**src/rtl/msf_frame_sequencer.sv**
```systemverilog
// Assembles MSF decoder seconds into minute frames, validates them and latches the BCD fields.
// Optional B-bit parity checking is enabled by defining MSF_PARITY_CHECK_EN.
module msf_frame_sequencer #(
  parameter int unsigned SAMPLES_PER_SEC = 10,
  parameter int unsigned TIMEOUT_SAMPLES = 15
) (
  input  logic       clk_i,
  input  logic       rst_i,
  input  logic       sample_valid_i,
  input  logic       bits_valid_i,
  input  logic       bits_is_second_00_i,
  input  logic [1:0] bits_data_i,
  output logic       sync_o,
  output logic [5:0] second_o,
  output logic       frame_valid_o,
  output logic       frame_error_o,
  output logic [7:0] year_o,
  output logic [4:0] month_o,
  output logic [5:0] day_o,
  output logic [2:0] dow_o,
  output logic [5:0] hour_o,
  output logic [6:0] minute_o
);

  localparam logic [7:0] TimeoutLast = 8'(TIMEOUT_SAMPLES - 1);
  localparam logic [7:0] Marker      = 8'b0111_1110;
  localparam int unsigned unused_samples_per_sec = SAMPLES_PER_SEC;

  typedef enum logic [0:0] {StHunt, StRun} state_t;

  state_t      state_q, state_d;
  logic [5:0]  second_q, second_d;
  logic [42:0] shreg_q, shreg_d;
  logic [7:0]  tcount_q, tcount_d;
  logic [34:0] fields_q, fields_d;
  logic        frame_valid_q, frame_valid_d;
  logic        frame_error_q, frame_error_d;
  logic [5:0]  second_next;
  logic        frame_good;

`ifdef MSF_PARITY_CHECK_EN
  logic [3:0]  par_q, par_d;

  always_comb begin
    frame_good = (second_q == 6'd59) && (shreg_q[7:0] == Marker) &&
                 (^{shreg_q[42:35], par_q[0]}) && (^{shreg_q[34:24], par_q[1]}) &&
                 (^{shreg_q[23:21], par_q[2]}) && (^{shreg_q[20:8], par_q[3]});
  end
`else
  logic unused_b_bit;
  assign unused_b_bit = bits_data_i[1];

  always_comb begin
    frame_good = (second_q == 6'd59) && (shreg_q[7:0] == Marker);
  end
`endif

  assign second_next = second_q + 6'd1;

  always_comb begin
    state_d       = state_q;
    second_d      = second_q;
    shreg_d       = shreg_q;
    tcount_d      = tcount_q;
    fields_d      = fields_q;
    frame_valid_d = 1'b0;
    frame_error_d = 1'b0;
`ifdef MSF_PARITY_CHECK_EN
    par_d         = par_q;
`endif
    unique case (state_q)
      StHunt: begin
        tcount_d = 8'd0;
        if (bits_valid_i && bits_is_second_00_i) begin
          state_d  = StRun;
          second_d = 6'd0;
          shreg_d  = '0;
`ifdef MSF_PARITY_CHECK_EN
          par_d    = '0;
`endif
        end
      end
      StRun: begin
        if (bits_valid_i) begin
          // A decoded boundary always wins over a coincident terminal count.
          tcount_d = 8'd0;
          if (bits_is_second_00_i) begin
            if (frame_good) begin
              fields_d      = shreg_q[42:8];
              frame_valid_d = 1'b1;
            end else begin
              frame_error_d = 1'b1;
            end
            second_d = 6'd0;
            shreg_d  = '0;
`ifdef MSF_PARITY_CHECK_EN
            par_d    = '0;
`endif
          end else if (second_next == 6'd61) begin
            frame_error_d = 1'b1;
            state_d       = StHunt;
            second_d      = 6'd0;
          end else begin
            second_d = second_next;
            if (second_next >= 6'd17 && second_next <= 6'd59) begin
              shreg_d = {shreg_q[41:0], bits_data_i[0]};
            end
`ifdef MSF_PARITY_CHECK_EN
            case (second_next)
              6'd54:   par_d[0] = bits_data_i[1];
              6'd55:   par_d[1] = bits_data_i[1];
              6'd56:   par_d[2] = bits_data_i[1];
              6'd57:   par_d[3] = bits_data_i[1];
              default: ;
            endcase
`endif
          end
        end else if (sample_valid_i) begin
          if (tcount_q == TimeoutLast) begin
            frame_error_d = 1'b1;
            state_d       = StHunt;
            second_d      = 6'd0;
            tcount_d      = 8'd0;
          end else begin
            tcount_d = tcount_q + 8'd1;
          end
        end
      end
      default: state_d = StHunt;
    endcase
  end

  always_ff @(posedge clk_i or posedge rst_i) begin
    if (rst_i) begin
      state_q       <= StHunt;
      second_q      <= 6'd0;
      shreg_q       <= '0;
      tcount_q      <= 8'd0;
      fields_q      <= '0;
      frame_valid_q <= 1'b0;
      frame_error_q <= 1'b0;
`ifdef MSF_PARITY_CHECK_EN
      par_q         <= '0;
`endif
    end else begin
      state_q       <= state_d;
      second_q      <= second_d;
      shreg_q       <= shreg_d;
      tcount_q      <= tcount_d;
      fields_q      <= fields_d;
      frame_valid_q <= frame_valid_d;
      frame_error_q <= frame_error_d;
`ifdef MSF_PARITY_CHECK_EN
      par_q         <= par_d;
`endif
    end
  end

  assign sync_o        = (state_q == StRun);
  assign second_o      = second_q;
  assign frame_valid_o = frame_valid_q;
  assign frame_error_o = frame_error_q;
  assign year_o        = fields_q[34:27];
  assign month_o       = fields_q[26:22];
  assign day_o         = fields_q[21:16];
  assign dow_o         = fields_q[15:13];
  assign hour_o        = fields_q[12:7];
  assign minute_o      = fields_q[6:0];

endmodule

```
**config.mk**
```make
export PLATFORM = sky130hd
export DESIGN_NAME = msf_frame_sequencer
export DESIGN_NICKNAME = d
export VERILOG_FILES = /design/src/rtl/msf_frame_sequencer.sv
export SDC_FILE = /design/constraint.sdc
export NUM_CORES = 1
export LEC_CHECK = 0
export CORE_MARGIN = 1.5
export CORE_UTILIZATION = 35
export CTS_CLUSTER_SIZE = 12
export DETAILED_ROUTE_END_ITERATION = 10
export DONT_BUFFER_PORTS = 1
export SYNTH_ARGS = -nofsm -noshare
export SYNTH_HDL_FRONTEND = slang
export SYNTH_SLANG_ARGS = --single-unit
```
**constraint.sdc**
```tcl
create_clock -name clk_i -period 3.18 [get_ports clk_i]
set_clock_uncertainty 0.05 [all_clocks]
set_input_delay 0.795 -clock clk_i [delete_from_list [all_inputs] [get_ports clk_i]]
set_output_delay 0.795 -clock clk_i [all_outputs]
set_load 0.05 [all_outputs]
```
# After elaboration in Yosys (flattened, before gate mapping)
# Cells that the tools add are included.
[totals]
inputBits = 7
output_inout_bits = 44
ff_bits = 95
wordCells = 63
[classes]
n_addsub = 2
reduce_logical = 6
eq_ne = 10
muxes = 35
bitwise = 1
n_lt_le_gt_ge = 2
[ops]
columns = ["op", "count"]
rows = [
  ["2-to-1 mux 43 bit", 5],
  ["case mux 43 bit (2 select lines)", 1],
  ["2-to-1 mux 6 bit", 6],
  ["2-to-1 mux 8 bit", 3],
  ["2-to-1 mux 1 bit", 17],
  ["case mux 8 bit (2 select lines)", 1],
  ["== test 6 bit, second input constant", 2],
  ["case mux 6 bit (2 select lines)", 1],
  ["adder 8 x 1 -> 8 bit, second input constant", 1],
  ["== test 8 x 4 -> 1 bit, second input constant", 1],
  ["== test 8 x 7 -> 1 bit, second input constant", 1],
  ["AND reduction 4 bit", 2],
  ["adder 6 x 1 -> 6 bit, second input constant", 1],
  [">= comparator 6 x 5 -> 1 bit, second input constant", 1],
  ["less-or-equal comparator 6 bit, second input constant", 1],
  ["inequality test 3 x 2 -> 1 bit, second input constant", 2],
  ["inequality test 3 bit, second input constant", 2],
  ["inequality test 2 bit, second input constant", 2],
  ["logical AND 1 bit", 3],
  ["AND reduction 3 bit", 1],
  ["case mux 1 bit (2 select lines)", 1],
  ["inverter 1 bit", 1],
]

# Logic depth before layout (Yosys ltp)
# Gate-level depths: netlist of run 1.
[logic_depth]
word_depth = 8
ltp_mapped = 8
mapped_depth_nobuf = 7

# Least setup slack after synthesis of run 1
# OpenSTA, ideal clock, no wires.
[synth_path]
path_kind = "register to register"
startpoint = "register second_q[1], in the netlist second_o[1]"
endpoint = "register fields_q[10]"
setup_slack_ns = 0.961
t_required_ns = 3.005
synth_period_minus_slack_ns = 2.219
stages_incl_launch_ff = 7
arrival_time_ns = 2.044
path_cell_list = "dfrtp_1 ha_1 nand4b_1 nor4_2 nand3_2 buf_2 mux2_2"
[synth_between]
elab_chain_len = 3
[synth_lines]
columns = ["element", "line", "text"]
rows = [
  ["from (decl)", "32", "logic [5:0] second_q, second_d;"],
  ["from (signal assigned)", "147", "second_q <= second_d;"],
  ["== test 6 bit", "54", "frame_good = (second_q == 6'd59) && (shreg_q[7:0] == Marker);"],
  ["logical AND 1 bit", "54", ""],
  ["AND reduction 4 bit (no source line)", "--", ""],
  ["to (signal assigned)", "150", "fields_q <= fields_d;"],
  ["to (decl)", "35", "logic [34:0] fields_q, fields_d;"],
]
# No other way between the ends.
# A chain may end at the register's enable or synchronous reset.

# Worst setup path after layout of run 1
[layout_path]
startpoint = "register second_q[0], in the netlist second_o[0]"
endpoint = "register shreg_q[21]"
[layout_between]
elab_chain_len = 5
[layout_lines]
columns = ["element", "line", "text"]
rows = [
  ["adder 6 x 1 -> 6 bit *", "58", "assign second_next = second_q + 6'd1;"],
  [">= comparator 6 x 5 -> 1 bit or less-or-equal comparator 6 bit (tied branches)", "105", "if (second_next >= 6'd17 && second_next <= 6'd59) begin"],
  ["logical AND 1 bit", "105", ""],
  ["inequality test 3 x 2 -> 1 bit (no source line)", "--", ""],
  ["AND reduction 4 bit (no source line) *", "--", ""],
  ["to (signal assigned)", "148", "shreg_q <= shreg_d;"],
  ["to (decl)", "33", "logic [42:0] shreg_q, shreg_d;"],
]
# Mark *: on every way between the ends. The rest lies on a longest branch, timed or not.

==> flow_summary_export.csv, run 1 <==
group,metric,value,unit
outcome,outcome,"finished clean",
final_layout,fillers,1163,
timing,finalCriticalPeriod,2646,ps
die,die_h,113.8,µm
logic_synthesis,yosysUniqueCellTypes,44,
place,dp.cells,513,
timing,timing.hold.ws,244.2,ps
timing,fin_crit_sh,83.20,%
clocking,path_clk_slew,70,ps
critical_path,crit_type,"reg -> reg",
clocking,cts_tree,"built",
global_route,overflow,0,
timing,setup_viol,0,
timing,max_freq,378.0,MHz
route,dr.pass1.iters,4,
logic_synthesis,ys_seq_elements,95,
final_layout,antennaDiodeCount,0,
timing,slew_viol_final,0,
logic_synthesis,synth_area,0.004295,mm²
global_route,grt_pass1_vias,2682,
power,cellPowerDensity,527.9,mW/mm²
power,vdd_ir_drop_max,0.0001900,V
place,gp_congestion,0.7954,
global_route,grt_use_total,13.29,%
global_route,antenna_found_initial,0,
logic_synthesis,syn_inst,376,
route,routed_wl,8306,µm
clocking,hold_buffers,0,
logic_synthesis,syn-num-nets,387,
final_layout,syn_to_final_growth,12.26,%
place,dpl.hpwl,5370,µm
timing,hold_viol_final,0,
power,power_leakage,2.104,nW
run,drv_cap,0,
clocking,cts_buffers,9,
route,num_vias,2697,
clocking,clock_sinks,95,
clocking,cts_resized,0,
critical_path,crit_fanout,22,
final_layout,fin_cells,529,
timing,final.setup.tns,0,ps
timing,slew_headroom,32.81,%
critical_path,start_kind,"flop",
route,drtIter0Drc,127,
critical_path,worstSetupEndpointType,"flop",
clocking,clock_latency,330,ps
die,die-area,0.01295,mm²
logic_synthesis,avgSynthCellArea,11.42,µm²
global_route,grt_pass1_wl,13700,µm
die,num_rows,40,
route,wl_per_cell,15.70,µm
logic_synthesis,yosysSeqAreaShare,55.35,%
route,final_antenna_net_count,0,
clocking,cts_root_buf,"clkbuf_16",
route,drc_errors,0,
logic_synthesis,synth_top_cell_by_area,"dfrtp_1",
timing,tightest_slew,1006,ps
critical_path,cp.required,3380,ps
global_route,grt_max_degree,56,
final_layout,layout.nets,388,
logic_synthesis,yosys-top-cells-area,"dfrtp_1 55%, mux2i_1 10%, mux2_2 9.4%, nand2_1 8.3%, ha_1 1.2%",
logic_synthesis,async_reset_ff_share,100.0,%
final_layout,drive_above_1_share,20.16,%
critical_path,cp.arrival,2850,ps
logic_synthesis,synthFlopType,"dfrtp_1",
timing,rsz0062_at_grt,"no",
clocking,htreeDepth,3,
die,start_util,35.76,%
logic_synthesis,synth_top_area_share,55.35,%
die,core,0.01201,mm²
final_layout,layout_common_cells,"95 x nand2_1, 95 x dfrtp_1, 44 x mux2i_1, 36 x mux2_2, 11 x buf_4",
die,pin_count,51,
route,vias_per_cell,5.098,
place,io_buffers,0,
logic_synthesis,synth_edf_count,0,
logic_synthesis,ys_warn_count,0,
power,power.total,2.546,mW
die,die_w,113.8,µm
clocking,clockBufferDepth,2,
clocking,post_cts_buffers,0,
min_path,hold_path.class,"in -> async",
[power by group]
group / leakage (nW) / internal (mW) / switching, mW
Combinational: 0.627 / 0.0404 / 0.115
Sequential: 1.32 / 1.22 / 0.0132
Clock: 0.156 / 0.711 / 0.448
[layer usage]
metal / wire, µm / global-route usage (%)
met1: 3930 / 17.95
met2: 3830 / 20.60
met3: 450 / 3.454
met5: 0 / 0
met4: 94 / 5.083
[synthesized netlist by cell type (all sizes together) (2+ instances only)]
cell and instances:
dfrtp 95, nand2 95, mux2i 44, mux2 36
buf 12, clkbuf 11, nor2 8, inv 7
a21oi 5, nand3 5, nand4 5, xor2 5
and3 4, ha 4, a22o 3, nand3b 3
nor2b 3, nor4 3, or2 3, a211oi 2
a221o 2, nand2b 2, nand4b 2, nor3 2
o21ai 2, o31ai 2, xnor2 2
[sequential cells by signal, summed over array words and instances (netlist names)]
signal	count
fields_q	35
second_o	6
tcount_q	8
shreg_q	43
frame_valid_o	1
sync_o	1
frame_error_o	1
[stage by stage]
step / cell area, µm² / util (%) / worst slack [ps]
floorplan: 4299 / - / 961.0
global placement: 4498 / 37.45 / 416.6
detailed placement: 4498 / 37.45 / 369.6
CTS: 4822 / 40.15 / 472.2
global route: 4822 / 40.15 / 341.4
finish: 4822 / 40.15 / 534.2
[logic make-up after synthesis]
family / synth area share, %
flip-flops: 55.35
XOR/XNOR: 1.427
buffers and inverters: 3.554
AND/OR/NAND/NOR: 15.15
adder cells (fa/ha/maj): 1.165
multiplexers: 19.69
AO/OA/AOI/OAI: 3.670
[area by class of cell]
class / count / area [µm²] / share of cell area, %
Tap cell: 147 / 183.9 / 3.814
Sequential cell: 95 / 2377 / 49.30
Multi-Input combinational cell: 251 / 1784 / 37.00
Clock inverter: 5 / 81.33 / 1.687
Clock buffer: 11 / 242.7 / 5.034
Inverter: 7 / 30.03 / 0.6227
Timing Repair Buffer: 13 / 122.6 / 2.543
[worst max-delay path, stage by stage (launching register included)]
cell and delay [ps]:
dfrtp_1 380, ha_1 270, nand3_1 130, mux2i_1 250, o31ai_1 140, a21oi_4 810
buf_12 290, mux2i_1 230
[worst paths after layout]
path                        startpoint           end  slack, ps  cells past startpoint
max                        second_o[0]   shreg_q[21]        530                      7
min                              rst_i   second_o[5]        240                      1
max reg2reg                second_o[0]   shreg_q[21]        530                      7
min reg2reg                shreg_q[42]  fields_q[34]        470                      1
max in group asynchronous        rst_i   fields_q[4]       2170                      2
min in group clk_i         shreg_q[42]  fields_q[34]        470                      1
No activity file was read; power rests on OpenSTA's default activity.
==> inputs of run 2 (changes only) <==
Clock period 3.18 ns to 2.6 ns, I/O delays scaled along.
==> run 2 against run 1 <==
  * Final cell count up 0.19%
  * First-iteration DRC count down 15%
  * Sequential power up 24%
  * Highest routed layer unchanged
==> flow_summary_export.csv, run 2 (same netlist as run 1, synthesis figures left out) <==
group,metric,value,unit
timing,slew_headroom,64.71,%
power,vdd_ir_drop_max,0.0002590,V
place,gp_congestion,0.8000,
global_route,grt_pass1_wl,13580,µm
timing,final.setup.tns,0,ps
run,drv_cap,0,
die,die_h,113.8,µm
timing,finalCriticalPeriod,2178,ps
clocking,cts_resized,0,
route,vias_per_cell,5.119,
die,pin_count,51,
min_path,hold_path.class,"in -> async",
global_route,overflow,0,
clocking,cts_buffers,9,
clocking,clock_latency,340,ps
critical_path,start_kind,"flop",
route,routed_wl,8022,µm
final_layout,layout_common_cells,"95 x nand2_1, 95 x dfrtp_1, 44 x mux2i_1, 36 x mux2_2, 13 x buf_4",
final_layout,top_register,"shreg_q",
route,wl_per_cell,15.14,µm
route,drc_errors,0,
timing,hold_viol_final,0,
clocking,cts_root_buf,"clkbuf_16",
global_route,grt_use_total,13.33,%
final_layout,layout.nets,389,
timing,max_freq,459.1,MHz
die,die-area,0.01295,mm²
global_route,grt_pass1_vias,2761,
clocking,path_clk_slew,60,ps
outcome,outcome,"finished clean",
clocking,hold_buffers,0,
critical_path,cp_slowest_cell,"or4b_4",
clocking,clockBufferDepth,2,
die,core,0.01201,mm²
critical_path,crit_start,"tcount_q[0]",
timing,fin_crit_sh,83.78,%
critical_path,cp.required,2770,ps
critical_path,r2r_end,"second_o[5]",
global_route,antenna_found_initial,0,
place,io_buffers,0,
critical_path,crit_chain,"inv_1, ha_1, or4b_4, nor3_4, a21oi_1, or2_0, a221o_1",
power,power_leakage,2.104,nW
final_layout,syn_to_final_growth,12.15,%
clocking,post_cts_buffers,0,
timing,setup_viol,0,
clocking,cts_tree,"built",
timing,rsz0062_at_grt,"no",
route,num_vias,2713,
die,num_rows,40,
clocking,clock_sinks,95,
place,dpl.hpwl,5024,µm
die,start_util,35.76,%
timing,slew_viol_final,0,
final_layout,drive_above_1_share,20.37,%
critical_path,crit_fanout,6,
critical_path,slowest_delay,460,ps
final_layout,final_util,40.10,%
route,final_antenna_net_count,0,
final_layout,regArea,0.002377,mm²
die,die_w,113.8,µm
critical_path,timing.rr.start,"tcount_q[0]",
critical_path,r2r_cells,7,
critical_path,reg2reg_slack,420,ps
critical_path,crit_type,"reg -> reg",
global_route,grt_max_degree,45,
final_layout,multi_input_area,0.001784,mm²
critical_path,worstSetupEndpointType,"flop",
route,dr.pass1.iters,4,
final_layout,antennaDiodeCount,0,
final_layout,largest_register_ffs,43,
critical_path,cp.arrival,2350,ps
power,cellPowerDensity,645.0,mW/mm²
route,drtIter0Drc,108,
clocking,htreeDepth,3,
timing,tightest_slew,529.4,ps
final_layout,reg_top3,"shreg_q: 43 flops, fields_q: 35 flops, tcount_q: 8 flops",
final_layout,fillers,1183,
## run 2: power by group
part	internal (mW)	total [mW]	switching [mW]	leakage, nW
combinational	0.0480	0.176	0.128	0.627
sequential	1.49	1.52	0.0284	1.32
clock	0.869	1.41	0.544	0.156
## run 2: worst max-delay path: cells and delay by family, from the launching register on
| family | cells | cell delay, ps |
|---|---|---|
| simple gates | 3 | 970 |
| compound gates | 2 | 420 |
| flops | 1 | 420 |
| fa+ha+maj | 1 | 130 |
| buf+inv | 1 | 70 |
## run 2: per-layer routing
layer	up-vias	part of all wire (%)	global-route usage (%)
met5	-	0	0
met4	0	1.9	5.917
met3	12	6.0	4.091
met2	55	45	20.72
met1	1365	47	17.23
li1	1281	-	-
## run 2: layout make-up
cell class                      count  area share, %
Clock buffer                       11          5.039
Tap cell                          147          3.818
Inverter                            7         0.6234
Timing Repair Buffer               14          2.442
Clock inverter                      5          1.688
Multi-Input combinational cell    251          37.04
Sequential cell                    95          49.35
## run 2: how the worst max path moves through the flow
stage                         endpoint  slack, ps  depth (start not counted)
after floorplan           fields_q[10]        380                          6
after global placement     second_o[2]        430                          7
after detailed placement   second_o[5]        410                          7
after CTS                  second_o[5]        400                          7
after global routing       shreg_q[32]        260                          7
final                      second_o[5]        420                          7
## run 2: through the flow
step	instances	hold WS (ps)	power [mW]	worst slack, ps	cell area, µm²
after floorplan	376	423.9	1.675	381.0	4299
after global placement	514	452.1	1.723	425.1	4493
after detailed placement	514	451.4	1.726	405.7	4493
after CTS	530	153.0	3.154	397.2	4817
after global routing	530	169.4	3.219	261.7	4817
final	530	143.8	3.107	421.8	4817
